<file path="config.mk">
export PLATFORM = sky130hd
export DESIGN_NAME = dawncarol_key
export DESIGN_NICKNAME = d
export VERILOG_FILES = /design/src/rtl/dawncarol_key.sv
export SDC_FILE = /design/constraint.sdc
export NUM_CORES = 1
export LEC_CHECK = 0
export BUFFER_PORTS_ARGS = -buffer_cell sky130_fd_sc_hd__buf_2
export CORE_MARGIN = 8
export CORE_UTILIZATION = 61
export CTS_CLUSTER_SIZE = 8
export DETAILED_ROUTE_END_ITERATION = 10
export PLACE_DENSITY = 0.78
export SLEW_MARGIN = 20
export SYNTH_ARGS = -nofsm -noshare
export SYNTH_HDL_FRONTEND = slang
export SYNTH_SLANG_ARGS = --single-unit
export TNS_END_PERCENT = 1
</file>
<file path="constraint.sdc">
create_clock -name sys_clk -period 3.4 [get_ports sys_clk]
set_input_delay 0.17 -clock sys_clk [delete_from_list [all_inputs] [get_ports sys_clk]]
set_output_delay 0.17 -clock sys_clk [all_outputs]
set_load 0.01 [all_outputs]
</file>
<file path="src/rtl/dawncarol_key.sv">
// dawncarol_key: KEY_NUM push-button conditioner (sync, debounce, strobes).
// Ports: sys_clk, resetn (async, active-low); key_in raw pins;
//   key_state level; key_press/key_release/key_long 1-cycle strobes;
//   key_toggle per-press toggle (built with DAWNCAROL_KEY_TOGGLE_EN).
module dawncarol_key #(
  parameter int unsigned KEY_NUM      = 4,
  parameter int unsigned DEBOUNCE_CNT = 32'd1_000_000,
  parameter int unsigned HOLD_CNT     = 32'd100_000_000,
  parameter bit          ACTIVE_LOW   = 1'b1
) (
  input  logic               sys_clk,
  input  logic               resetn,
  input  logic [KEY_NUM-1:0] key_in,
  output logic [KEY_NUM-1:0] key_state,
  output logic [KEY_NUM-1:0] key_press,
  output logic [KEY_NUM-1:0] key_release,
  output logic [KEY_NUM-1:0] key_long,
  output logic [KEY_NUM-1:0] key_toggle
);

  localparam int unsigned DW = $clog2(DEBOUNCE_CNT + 1);
  localparam int unsigned HW = $clog2(HOLD_CNT + 1);

  localparam logic [DW-1:0] DEB_LAST = DW'(DEBOUNCE_CNT - 1);
  localparam logic [HW-1:0] HOLD_MAX = HW'(HOLD_CNT);
  localparam logic [HW-1:0] HOLD_LAST = HW'(HOLD_CNT - 1);

  // Pin level when the key is not pressed.
  localparam logic [KEY_NUM-1:0] IDLE_LVL =
    ACTIVE_LOW ? {KEY_NUM{1'b1}} : {KEY_NUM{1'b0}};

  typedef enum logic [1:0] {
    RELEASED   = 2'd0,
    PRESS_DB   = 2'd1,
    PRESSED    = 2'd2,
    RELEASE_DB = 2'd3
  } key_st_e;

  logic [KEY_NUM-1:0] sync1_q, sync1_d;
  logic [KEY_NUM-1:0] sync2_q, sync2_d;
  logic [KEY_NUM-1:0] k_s;

  key_st_e       st_q   [KEY_NUM];
  key_st_e       st_d   [KEY_NUM];
  logic [DW-1:0] deb_q  [KEY_NUM];
  logic [DW-1:0] deb_d  [KEY_NUM];
  logic [HW-1:0] hold_q [KEY_NUM];
  logic [HW-1:0] hold_d [KEY_NUM];

  logic [KEY_NUM-1:0] lvl_q, lvl_d;
  logic [KEY_NUM-1:0] press_q, press_d;
  logic [KEY_NUM-1:0] rel_q, rel_d;
  logic [KEY_NUM-1:0] long_q, long_d;
  // Set once key_long has fired for the current press, so a release
  // glitch that re-enters PRESSED cannot fire it a second time.
  logic [KEY_NUM-1:0] done_q, done_d;

  always_comb begin
    sync1_d = key_in;
    sync2_d = sync1_q;
  end

  assign k_s = ACTIVE_LOW ? ~sync2_q : sync2_q;

  always_ff @(posedge sys_clk or negedge resetn) begin
    if (!resetn) begin
      sync1_q <= IDLE_LVL;
      sync2_q <= IDLE_LVL;
    end else begin
      sync1_q <= sync1_d;
      sync2_q <= sync2_d;
    end
  end

  always_comb begin
    st_d    = st_q;
    deb_d   = deb_q;
    hold_d  = hold_q;
    lvl_d   = lvl_q;
    done_d  = done_q;
    press_d = '0;
    rel_d   = '0;
    long_d  = '0;
    for (int i = 0; i < int'(KEY_NUM); i++) begin
      unique case (st_q[i])
        RELEASED: begin
          if (k_s[i]) begin
            st_d[i]  = PRESS_DB;
            deb_d[i] = '0;
          end
        end
        PRESS_DB: begin
          if (!k_s[i]) begin
            st_d[i]  = RELEASED;
            deb_d[i] = '0;
          end else if (deb_q[i] == DEB_LAST) begin
            st_d[i]    = PRESSED;
            lvl_d[i]   = 1'b1;
            press_d[i] = 1'b1;
            hold_d[i]  = '0;
            done_d[i]  = 1'b0;
          end else begin
            deb_d[i] = deb_q[i] + 1'b1;
          end
        end
        PRESSED: begin
          if (!k_s[i]) begin
            st_d[i]   = RELEASE_DB;
            deb_d[i]  = '0;
            hold_d[i] = '0;
          end else begin
            if (hold_q[i] != HOLD_MAX) begin
              hold_d[i] = hold_q[i] + 1'b1;
            end
            if (hold_q[i] == HOLD_LAST && !done_q[i]) begin
              long_d[i] = 1'b1;
              done_d[i] = 1'b1;
            end
          end
        end
        RELEASE_DB: begin
          if (k_s[i]) begin
            st_d[i]  = PRESSED;
            deb_d[i] = '0;
          end else if (deb_q[i] == DEB_LAST) begin
            st_d[i]  = RELEASED;
            lvl_d[i] = 1'b0;
            rel_d[i] = 1'b1;
          end else begin
            deb_d[i] = deb_q[i] + 1'b1;
          end
        end
        default: begin
          st_d[i] = RELEASED;
        end
      endcase
    end
  end

  always_ff @(posedge sys_clk or negedge resetn) begin
    if (!resetn) begin
      for (int i = 0; i < int'(KEY_NUM); i++) begin
        st_q[i]   <= RELEASED;
        deb_q[i]  <= '0;
        hold_q[i] <= '0;
      end
      lvl_q   <= '0;
      done_q  <= '0;
      press_q <= '0;
      rel_q   <= '0;
      long_q  <= '0;
    end else begin
      for (int i = 0; i < int'(KEY_NUM); i++) begin
        st_q[i]   <= st_d[i];
        deb_q[i]  <= deb_d[i];
        hold_q[i] <= hold_d[i];
      end
      lvl_q   <= lvl_d;
      done_q  <= done_d;
      press_q <= press_d;
      rel_q   <= rel_d;
      long_q  <= long_d;
    end
  end

  assign key_state   = lvl_q;
  assign key_press   = press_q;
  assign key_release = rel_q;
  assign key_long    = long_q;

`ifdef DAWNCAROL_KEY_TOGGLE_EN
  logic [KEY_NUM-1:0] tog_q, tog_d;

  // Flips on the same edge that raises key_press.
  always_comb begin
    tog_d = tog_q ^ press_d;
  end

  always_ff @(posedge sys_clk or negedge resetn) begin
    if (!resetn) begin
      tog_q <= '0;
    end else begin
      tog_q <= tog_d;
    end
  end

  assign key_toggle = tog_q;
`else
  assign key_toggle = '0;
`endif

endmodule

</file>
After elaboration in Yosys (flattened, before gate mapping)
Cells that the tools add are included.
{"block": "totals", "reg_bits": 224, "output_inout_bits": 20, "ram_bits": 0, "memories": 0, "latchBits": 0, "elab_cells": 282, "inputBits": 6, "romBits": 0}
{"block": "op_classes", "add_sub_neg": 8, "n_shift": 0, "div_mod_pow": 0, "n_lt_le_gt_ge": 0, "n_mul": 0, "n_eq_ne": 68, "muxes": 140, "n_reduce_logical": 40, "n_bitwise": 1}
{"op": "$mux W27", "n": 16}
{"op": "$mux W20", "n": 20}
{"op": "$pmux W20 S4", "n": 4}
{"op": "$pmux W27 S2", "n": 4}
{"op": "$add A27 B1 Y27 const B", "n": 4}
{"op": "$eq A27 B27 Y1 const B", "n": 4}
{"op": "$ne A27 B27 Y1 const B", "n": 4}
{"op": "$add A20 B1 Y20 const B", "n": 4}
{"op": "$eq A20 B20 Y1 const B", "n": 4}
{"op": "$ne A2 B2 Y1 const B", "n": 32}
{"op": "$mux W1", "n": 60}
{"op": "$mux W2", "n": 24}
{"op": "$reduce_and A5 Y1", "n": 8}
{"op": "$ne A3 B3 Y1 const B", "n": 12}
{"op": "$pmux W2 S4", "n": 4}
{"op": "$reduce_and A4 Y1", "n": 8}
{"op": "$eq A2 B2 Y1 const B", "n": 8}
{"op": "$pmux W1 S2", "n": 8}
{"op": "$reduce_bool A2 Y1", "n": 8}
{"op": "$eq A2 B1 Y1 const B", "n": 4}
{"op": "$logic_not A2 Y1", "n": 4}
{"op": "$reduce_and A2 Y1", "n": 4}
{"op": "$logic_and A1 B1 Y1", "n": 4}
{"op": "$logic_not A1 Y1", "n": 4}
{"op": "$not A4 Y4", "n": 1}

Depth between registers and ports, before layout
{"block": "logic_depth", "depth_word": 5, "ltp_mapped": 9, "depth_no_buf": 7}

Worst setup path after synthesis
Ideal clock, no wire load.
{"block": "synth_path", "path_type": "register to register", "from": "register deb_q[60] (netlist name)", "to": "register hold_q[100] (netlist name)", "path_buffers": 2, "setup_ns": 0.078, "path_slack_ns": 0.918, "required_ns": 3.322, "path_stages_with_launch": 9, "synth_period_minus_slack_ns": 2.482, "arrival_time_ns": 2.404, "path_cell_list": "dfrtp_1 > ha_1 > nand2_1 > or4_1 > buf_2 > o31a_1 > buf_2 > or4_1 > a21oi_1"}
{"block": "synth_between", "elab_chain_cells": 3}
{"item": "start, declared", "line_no": "45", "source": "logic [DW-1:0] deb_q [KEY_NUM];"}
{"item": "start signal, assigned by index", "line_no": "155", "source": "deb_q[i] <= deb_d[i];"}
{"item": "$eq A20 B20 Y1", "line_no": "96", "source": "end else if (deb_q[i] == DEB_LAST) begin"}
{"item": "$ne A2 B2 Y1 (no line)"}
{"item": "$reduce_and A4 Y1 (no line)"}
{"item": "end signal, assigned by index", "line_no": "156", "source": "hold_q[i] <= hold_d[i];"}
{"item": "end, declared", "line_no": "47", "source": "logic [HW-1:0] hold_q [KEY_NUM];"}
No other way between the ends.
A chain may end at the register's enable or synchronous reset.

Worst setup path after layout
{"block": "layout_path", "from": "register deb_q[60] (netlist name)", "to": "register hold_q[103] (netlist name)"}
Same word-level chain as after synthesis.

==> impl_metrics.ini <==
[outcome]
outcome = finished, final reports clean

[power]
p_leak_nw = 5.464
power.net_switching_mw = 1.257
powerDensity_nw_per_um2 = 418.8
p_int_mw = 4.423
ir_worst_vdd_mv = 0.3848
pwr-share-seq_pct = 47.8
pwr-share-clk_pct = 49.5
combPwrFrac_pct = 2.7
switching_share_pct = 22.13

[sta]
skew_ns = 0.01525
fin_tns_setup_ns = 0
hold_viol_final = 0
period_needed_ns = 2.837
max-slew-margin-rel_pct = 32.35
clock.fmax_mhz = 352.5
hold_slack_ns = 0.1749
period_share_pct = 83.43
worst_pin_slew_ns = 1.006
rsz0062_at_grt = no
setup_viol = 0
slew_viol_final = 0

[routing]
drt_iter0_drc = 637
drtPass1Iterations = 5
via_per_inst = 6.467
wl_per_cell_um = 16.52
drcViolationCount = 0
ant_nets = 0
vias = 10833
wl_um = 27680

[global_route]
grt_max_degree = 80
first_global_vias = 10205
antenna_found_initial = 0
grtUsageTotal_pct = 22.54
grt_pass1_wl_um = 47620
grt-ovfl-total = 0

[setup_path]
critPathMaxFanout = 15
cp.arrival_ns = 3.24
crit_required_ns = 3.80
timing.rr.end = hold_q[103]
r2r-start = deb_q[60]
worst_setup_path_start_kind = flip-flop
r2r_cells = 7
r2r_setup_slack_ns = 0.56
cp-end-kind = flip-flop
worstSetupPathType = reg -> reg

[synth]
ys_async_sr_fraction_pct = 100.0
synth_top_area_share_pct = 44.04
synthDistinctLibCells = 70
postSynthAreaPerCell_um2 = 8.979
yosysMostFrequentCell = dfrtp_1
yosysSeqAreaShare_pct = 45.75
yosysTopAreaCell = dfrtp_1
yosys-top-cells-area = dfrtp_1 44%, nand2_1 4.7%, nand3_1 3.5%, a31oi_1 3.4%, nor2_1 3.3%
synth-edff-count = 0
synthFlopType = dfrtp_1
netlist_instances = 1367
synth_commonest_cells = 216 x dfrtp_1, 155 x nand2_1, 107 x nor2_1, 86 x nand3_1, 70 x a21oi_1
ys_seq_elements = 224
syn_area_um2 = 12270
yosysWarnings = 0

[floorplanning]
rows = 52
die-height_um = 157.9
ios = 26
dieWidth_um = 157.9
die_area_um2 = 24920
core_um2 = 19970
initial_core_util_pct = 61.45

[place]
gp_congestion = 0.8770
dp_hpwl_um = 18160
post_dp_cell_area_um2 = 12630
port_buffers = 21

[cts]
cts_tree = yes
cts_made_buffers = 31
cts_setup_buffers = 0
cts_htree_levels = 1
clock_path_buffers = 3
clkLatencyLatePin_ns = 0.55
cts.sinks = 224
path_clk_slew_ns = 0.05
root_buffer = clkbuf_16

[hold_path]
hold_path_class = in -> async

[cells_and_area]
area_growth_pct = 10.50
fin_area_um2 = 13560
diodes = 0
nets = 1399
drive_gt1_share_pct = 7.046
fillerInstances = 1623
finish.utilization_pct = 67.90

[job]
drv_cap = 0
-- layer usage --
metal / part of all wire (%) / up-vias / track usage [%]
met2: 47 / 309 / 36.95
met5: 0 / - / 0
li1: - / 5152 / -
met4: 1.9 / 0 / 6.618
met3: 5.2 / 45 / 2.757
met1: 45 / 5327 / 30.92
-- what timing repair did --
item                      4_1_cts  5_1_grt
hold buffers                    5        0
gates resized for setup         0        0
hold endpoints to repair       79        0
-- cell families after synthesis --
group | Yosys count | synth area share, %
compound gates | 339 | 18.06
flops | 224 | 45.75
simple gates | 618 | 26.37
fa+ha+maj | 12 | 1.223
other cells | 1 | 0.03055
mux | 17 | 1.396
buf+inv | 102 | 3.313
xor+xnor | 54 | 3.853
-- power by group through the flow --
stage          Combinational, mW  Clock (mW)  Sequential (mW)
3_3_place_gp               0.147           0             2.76
4_1_cts                    0.154        2.88             2.71
6_report                   0.151        2.81             2.72
3_5_place_dp               0.149           0             2.76
2_1_floorplan             0.0822           0             2.74
5_1_grt                    0.176        2.98             2.72
-- critical path, cell delays in order (launching register included) --
cell     delay (ns)
dfrtp_1        0.40
ha_1           0.24
nand2_1        0.12
or4_1          0.55
buf_4          0.19
or3_1          0.58
nand2_1        0.53
a21oi_1        0.10
-- cell usage in the layout, fill, tap and decap left out, drive strengths merged, types with 7 or more instances in the layout --
master	n
nand4	37
nand2b	10
o211ai	12
dfstp	8
o31ai	26
and2	17
inv	35
a31oi	67
o21ai	61
and3	31
or3	26
nor4b	14
nor2	108
nor3	33
a21o	11
mux2i	16
a41oi	22
or4	30
a21oi	70
o21a	7
ha	12
xor2	27
and4	18
buf	41
o22ai	8
clkbuf	56
nand2	155
dfrtp	216
nor4	26
nand3	86
xnor2	27
-- final cells by class --
| type | count | area, µm² | share of cell area, % |
|---|---|---|---|
| Clock inverter | 1 | 8.758 | 0.06458 |
| Timing Repair Buffer | 46 | 315.3 | 2.325 |
| Multi-Input combinational cell | 1044 | 6289 | 46.37 |
| Inverter | 34 | 127.6 | 0.9410 |
| Tap cell | 270 | 337.8 | 2.491 |
| Clock buffer | 56 | 869.6 | 6.411 |
| Sequential cell | 224 | 5615 | 41.40 |
-- sequential cells by signal, summed over array words and instances, names as in the netlist, named ones only --
name,cells
hold_q,108
deb_q,80
done_q,4
key_long,4
key_press,4
key_release,4
key_state,4
st_q,4
sync1_q,4
sync2_q,4
-- how the worst max path moves through the flow --
| stage | end | start | slack (ns) | cells after the start |
|---|---|---|---|---|
| after floorplan | hold_q[100] | deb_q[60] | 0.92 | 8 |
| after global placement | hold_q[98] | deb_q[60] | 0.64 | 7 |
| after detailed placement | hold_q[82] | deb_q[60] | 0.54 | 7 |
| after CTS | hold_q[82] | deb_q[60] | 0.51 | 7 |
| after global routing | hold_q[103] | deb_q[60] | 0.42 | 7 |
| final | hold_q[103] | deb_q[60] | 0.56 | 7 |
-- metrics by stage --
step                total power [mW]  setup slack, ns  std cells
floorplan                      2.827           0.9179       1370
CTS                            5.744           0.5068       1675
detailed placement             2.907           0.5355       1613
global placement               2.905           0.6406       1613
finish                         5.680           0.5632       1675
global route                   5.874           0.4238       1675
(Power assumes the default switching activity.)
